<file path="config.mk">
export PLATFORM = sky130hd
export DESIGN_NAME = cacheline_adaptor
export DESIGN_NICKNAME = d
export VERILOG_FILES = /design/src/rtl/cacheline_adaptor_pkg.sv /design/src/rtl/cacheline_adaptor.sv
export SDC_FILE = /design/constraint.sdc
export NUM_CORES = 1
export LEC_CHECK = 0
export CAP_MARGIN = 20
export CORE_AREA = 2 2 275 277
export CTS_CLUSTER_SIZE = 14
export DETAILED_ROUTE_END_ITERATION = 10
export DIE_AREA = 0 0 277 279
export PLACE_DENSITY = 0.63
export SLEW_MARGIN = 20
export SYNTH_ARGS = -nofsm -noshare
export SYNTH_HDL_FRONTEND = slang
export SYNTH_SLANG_ARGS = --single-unit
export TNS_END_PERCENT = 5
</file>
<file path="constraint.sdc">
create_clock -name clk -period 7.1 [get_ports clk]
set_input_delay 0.71 -clock clk [delete_from_list [all_inputs] [get_ports clk]]
set_output_delay 0.71 -clock clk [all_outputs]
set_load 0.05 [all_outputs]
</file>
<file path="src/rtl/cacheline_adaptor_pkg.sv">
// Shared types for the cache-line to memory-burst adaptor.
package cacheline_adaptor_pkg;

    localparam int BURST_BEATS = 4;
    localparam int BURST_WIDTH = 64;
    localparam int LINE_WIDTH  = BURST_BEATS * BURST_WIDTH;
    localparam int BEAT_IDX_W  = $clog2(BURST_BEATS);

    typedef logic [LINE_WIDTH-1:0] rv32i_line;

    typedef enum logic [2:0] {
        IDLE,
        RD_BURST,
        RD_DONE,
        WR_BURST,
        WR_DONE
    } adaptor_state_e;

endpackage

</file>
<file path="src/rtl/cacheline_adaptor.sv">
// Converts one 256-bit cache line request into a 4-beat x 64-bit memory burst.
//
// Handshake: the adaptor holds read_o/write_o high for the whole burst and
// keeps address_o constant; every cycle memory raises resp_i exactly one beat
// is transferred (burst_i captured on reads, burst_o consumed on writes).
// resp_i low stalls the burst. After the fourth beat, resp_o pulses for one
// cycle toward the cache; the cache may start a new request the cycle after.
module cacheline_adaptor
    import cacheline_adaptor_pkg::*;
(
    input  logic                   clk,
    input  logic                   rst,

    input  logic [31:0]            address_i,
    input  logic                   read_i,
    input  logic                   write_i,
    input  rv32i_line              line_i,
    output rv32i_line              line_o,
    output logic                   resp_o,

    output logic [31:0]            address_o,
    output logic                   read_o,
    output logic                   write_o,
    output logic [BURST_WIDTH-1:0] burst_o,
    input  logic [BURST_WIDTH-1:0] burst_i,
    input  logic                   resp_i
);

    adaptor_state_e        state_q, state_d;
    logic [BEAT_IDX_W-1:0] beat_q, beat_d;
    logic [31:0]           addr_q, addr_d;
    rv32i_line             line_q, line_d;    // assembled fill line
    rv32i_line             wline_q, wline_d;  // latched writeback line

    // Bit offset of the current beat inside a line (beat index * 64).
    logic [7:0] beat_base;
    assign beat_base = {beat_q, 6'd0};

    assign address_o = addr_q;
    assign line_o    = line_q;
    assign burst_o   = wline_q[beat_base +: BURST_WIDTH];

    // State and datapath registers with synchronous reset.
    always_ff @(posedge clk) begin
        if (rst) begin
            state_q <= IDLE;
            beat_q  <= '0;
            addr_q  <= '0;
            line_q  <= '0;
            wline_q <= '0;
        end else begin
            state_q <= state_d;
            beat_q  <= beat_d;
            addr_q  <= addr_d;
            line_q  <= line_d;
            wline_q <= wline_d;
        end
    end

    // Next-state, datapath updates and state-decoded strobes.
    always_comb begin
        state_d = state_q;
        beat_d  = beat_q;
        addr_d  = addr_q;
        line_d  = line_q;
        wline_d = wline_q;
        read_o  = 1'b0;
        write_o = 1'b0;
        resp_o  = 1'b0;

        case (state_q)
            IDLE: begin
                // Writeback takes priority over fill when both are requested.
                if (write_i) begin
                    wline_d = line_i;
                    addr_d  = {address_i[31:5], 5'b0};
                    beat_d  = '0;
                    state_d = WR_BURST;
                end else if (read_i) begin
                    addr_d  = {address_i[31:5], 5'b0};
                    beat_d  = '0;
                    state_d = RD_BURST;
                end
            end
            RD_BURST: begin
                read_o = 1'b1;
                if (resp_i) begin
                    line_d[beat_base +: BURST_WIDTH] = burst_i;
                    beat_d = beat_q + 1'b1;
                    if (beat_q == BEAT_IDX_W'(BURST_BEATS - 1)) begin
                        state_d = RD_DONE;
                    end
                end
            end
            RD_DONE: begin
                resp_o  = 1'b1;
                state_d = IDLE;
            end
            WR_BURST: begin
                write_o = 1'b1;
                if (resp_i) begin
                    beat_d = beat_q + 1'b1;
                    if (beat_q == BEAT_IDX_W'(BURST_BEATS - 1)) begin
                        state_d = WR_DONE;
                    end
                end
            end
            WR_DONE: begin
                resp_o  = 1'b1;
                state_d = IDLE;
            end
            default: begin
                state_d = IDLE;
            end
        endcase
    end

endmodule

</file>
==> flow_summary.ini <==
[run_status]
run_status = completed

[route]
via_per_inst = 4.99
routed_wl_mm = 83.1
via_count = 20700
wl_per_cell_um = 20.0
ant_nets = 0
dr.pass1.iters = 6
drt_iter0_markers = 1458
drc_errors = 0

[power]
leakagePower_nw = 10.8
power_mw = 7.77
p_per_area_nw_per_um2 = 242
peakVddDrop_v = 0.000175

[floorplanning]
fp.dieH_um = 279
die_area_um2 = 77300
design.portCount = 712
row_count = 100
die-width_um = 277
fp.coreArea_um2 = 74100
initial_utilization = 0.306

[grt]
grt_pass1_wl_mm = 126
grt_pass1_vias = 20300
busiest_layer = met2
grt-ovfl-total = 0
use_met1 = 0.250
grt.met3_usage = 0.0652
grt_use_met2 = 0.341
track_usage = 0.207
antenna_found_initial = 6
grt_max_degree = 250

[synthesis]
synthMuxAreaShare = 0.0758
netlist_instances = 2600
synth_cell_type_count = 35
avgSynthCellArea_um2 = 8.73
synthXorXnorAreaFrac = 0.000386
synth_top_area_cell = dfxtp_1
synth_common_cells = 544 x dfxtp_1, 516 x nand2_1, 310 x nand2b_1, 258 x a21oi_1, 256 x nand4_1
synth_edf_count = 0
yosys_warnings = 0
synth_fa_ha_area_frac = 0.00331
synth_top_cells_by_area = dfxtp_1 48%, nand2b_1 8.5%, nand2_1 8.5%
yosys.area_share.simple = 0.267
syn_area_um2 = 22700
ys_seq_area_frac = 0.480
synth_compound_area_frac = 0.116
yosysMostFrequentCell = dfxtp_1
synth_async_sr_flop_share = 0
synth_flop_cell = dfxtp_1
synth_top_family_by_area = simple AND/OR/NAND/NOR gates
synth_top_cell_area_share = 0.480
ys_seq_elements = 544

[clock_network]
cts_hold_buf = 0
cts_tree = yes
cts_sinks = 544
ctsResizeCount = 0
numCtsBuffers = 61
cts_root_buffer = clkbuf_16
clock_latency_ns = 0.61
htreeDepth = 2
cts_setup_buffers = 0
path_clk_slew_ns = 0.06
cts.path.max_buffers = 3

[worst_setup_path]
r2r_setup_slack_ns = 3.86
cp.arrival_ns = 3.50
worst_setup_path_end_kind = output port
rr_endpoint = line_o[171]
path_class = flip-flop to output port
startpoint = beat_q[0]
required_ns = 6.39
rr_worst_depth = 6
r2r-start = beat_q[0]
critPathMaxFanout = 44
start_kind = flip-flop

[placed_design]
dpl.cell_count = 4037
port_buffers = 701
dp_hpwl_mm = 52.9
gp_congestion = 0.808

[hold_path]
worstHoldEndpoint = wline_q[203]
min-delay-start = wline_q[203]
worstHoldPathType = flip-flop to flip-flop
min_path_cells = 2

[layout]
multiInputGateArea_um2 = 10600
fillers = 7280
seq_area_um2 = 10900
nNetsFinal = 3494
area_growth_pct = 41.3
final_cells = 4153
final_layout_size_suffix_gt1_frac = 0.0670

[sta]
rsz0062_at_grt = false
fmax_ghz = 0.237
slew_headroom = 0.186
tightest_slew_ns = 1.22
finalCriticalPeriod_ns = 4.21
tns_ns = 0
slew_viol_final = 0
final.period_utilization = 0.593
clock_skew_ns = 0.0144
final-hold-violation-count = 0
setup_viol = 0

[job]
cap_viol_max_count = 0
## how the worst max path moves through the flow
| stage | endpoint | cells past startpoint | slack, ns |
|---|---|---|---|
| 2_1_floorplan | read_o | 2 | 4.53 |
| 3_3_place_gp | burst_o[23] | 3 | 3.39 |
| 3_5_place_dp | burst_o[5] | 3 | 3.42 |
| 4_1_cts | burst_o[23] | 3 | 2.72 |
| 5_1_grt | burst_o[23] | 3 | 2.62 |
| 6_report | burst_o[23] | 3 | 2.89 |
## power by group
part	switching (mW)	internal, mW	leakage [nW]
sequential	0.0863	3.19	4.42
combinational	0.719	0.486	5.40
clock	1.34	1.94	1.02
total	2.15	5.62	10.8
## cell type report
class	instances	share of cell area
Antenna cell	5	0.000390
Clock buffer	83	0.0546
Sequential cell	544	0.340
Inverter	2	0.000234
Clock inverter	28	0.00998
Tap cell	969	0.0378
Multi-Input combinational cell	1792	0.330
Timing Repair Buffer	730	0.228
## flip-flops by register name (all words and copies together) (netlist names)
signal	flops
beat_q	2
address_o	27
state_q	3
line_o	256
wline_q	256
## metrics by stage
stage | setup WS [ns] | instance area (um2) | hold slack [ns] | utilization
after floorplan | 4.53 | 22700 | 0.433 | -
after global routing | 2.62 | 32100 | 0.466 | 0.433
after detailed placement | 3.42 | 30000 | 0.443 | 0.405
final | 2.89 | 32100 | 0.449 | 0.433
after global placement | 3.39 | 30000 | 0.439 | 0.405
after CTS | 2.72 | 32100 | 0.451 | 0.433
## layer usage
metal / share of wire / vias up
li1: - / 10000
met1: 0.40 / 9757
met2: 0.47 / 775
met3: 0.086 / 168
met4: 0.038 / 6
met5: 0.00052 / -
## worst max-delay path, stage by stage, from the launching register on
cell and delay (ns):
dfxtp_4 0.89, buf_4 0.57, mux4_2 0.61, clkdlybuf4s50_1 0.75
## layout by cell type (no fill, tap or decap), types with 5 or more instances in the layout
cell type,instances
clkdlybuf4s50_1,700
dfxtp_1,542
nand2_1,516
nand2b_1,310
a21oi_1,258
nand4_1,256
o21ai_0,245
nor2b_1,65
mux4_2,64
clkbuf_16,63
mux2i_1,28
buf_4,24
clkinv_2,13
o21ai_1,11
clkbuf_1,10
clkbuf_8,10
bufinv_16,6
diode_2,5
conb_1,5
inv_6,5
buf_12,5
## logic make-up (layout without fill, tap and decap cells)
group	count (synthesis)	in the layout
muxes	92	92
DFF	544	544
buffers and inverters	268	843
adders and majority gates	6	6
xor gates and xnor gates	1	1
other	1	10
AOI/OAI and AO/OA	520	520
and+or+nand+nor	1168	1168
(Power assumes the default switching activity.)
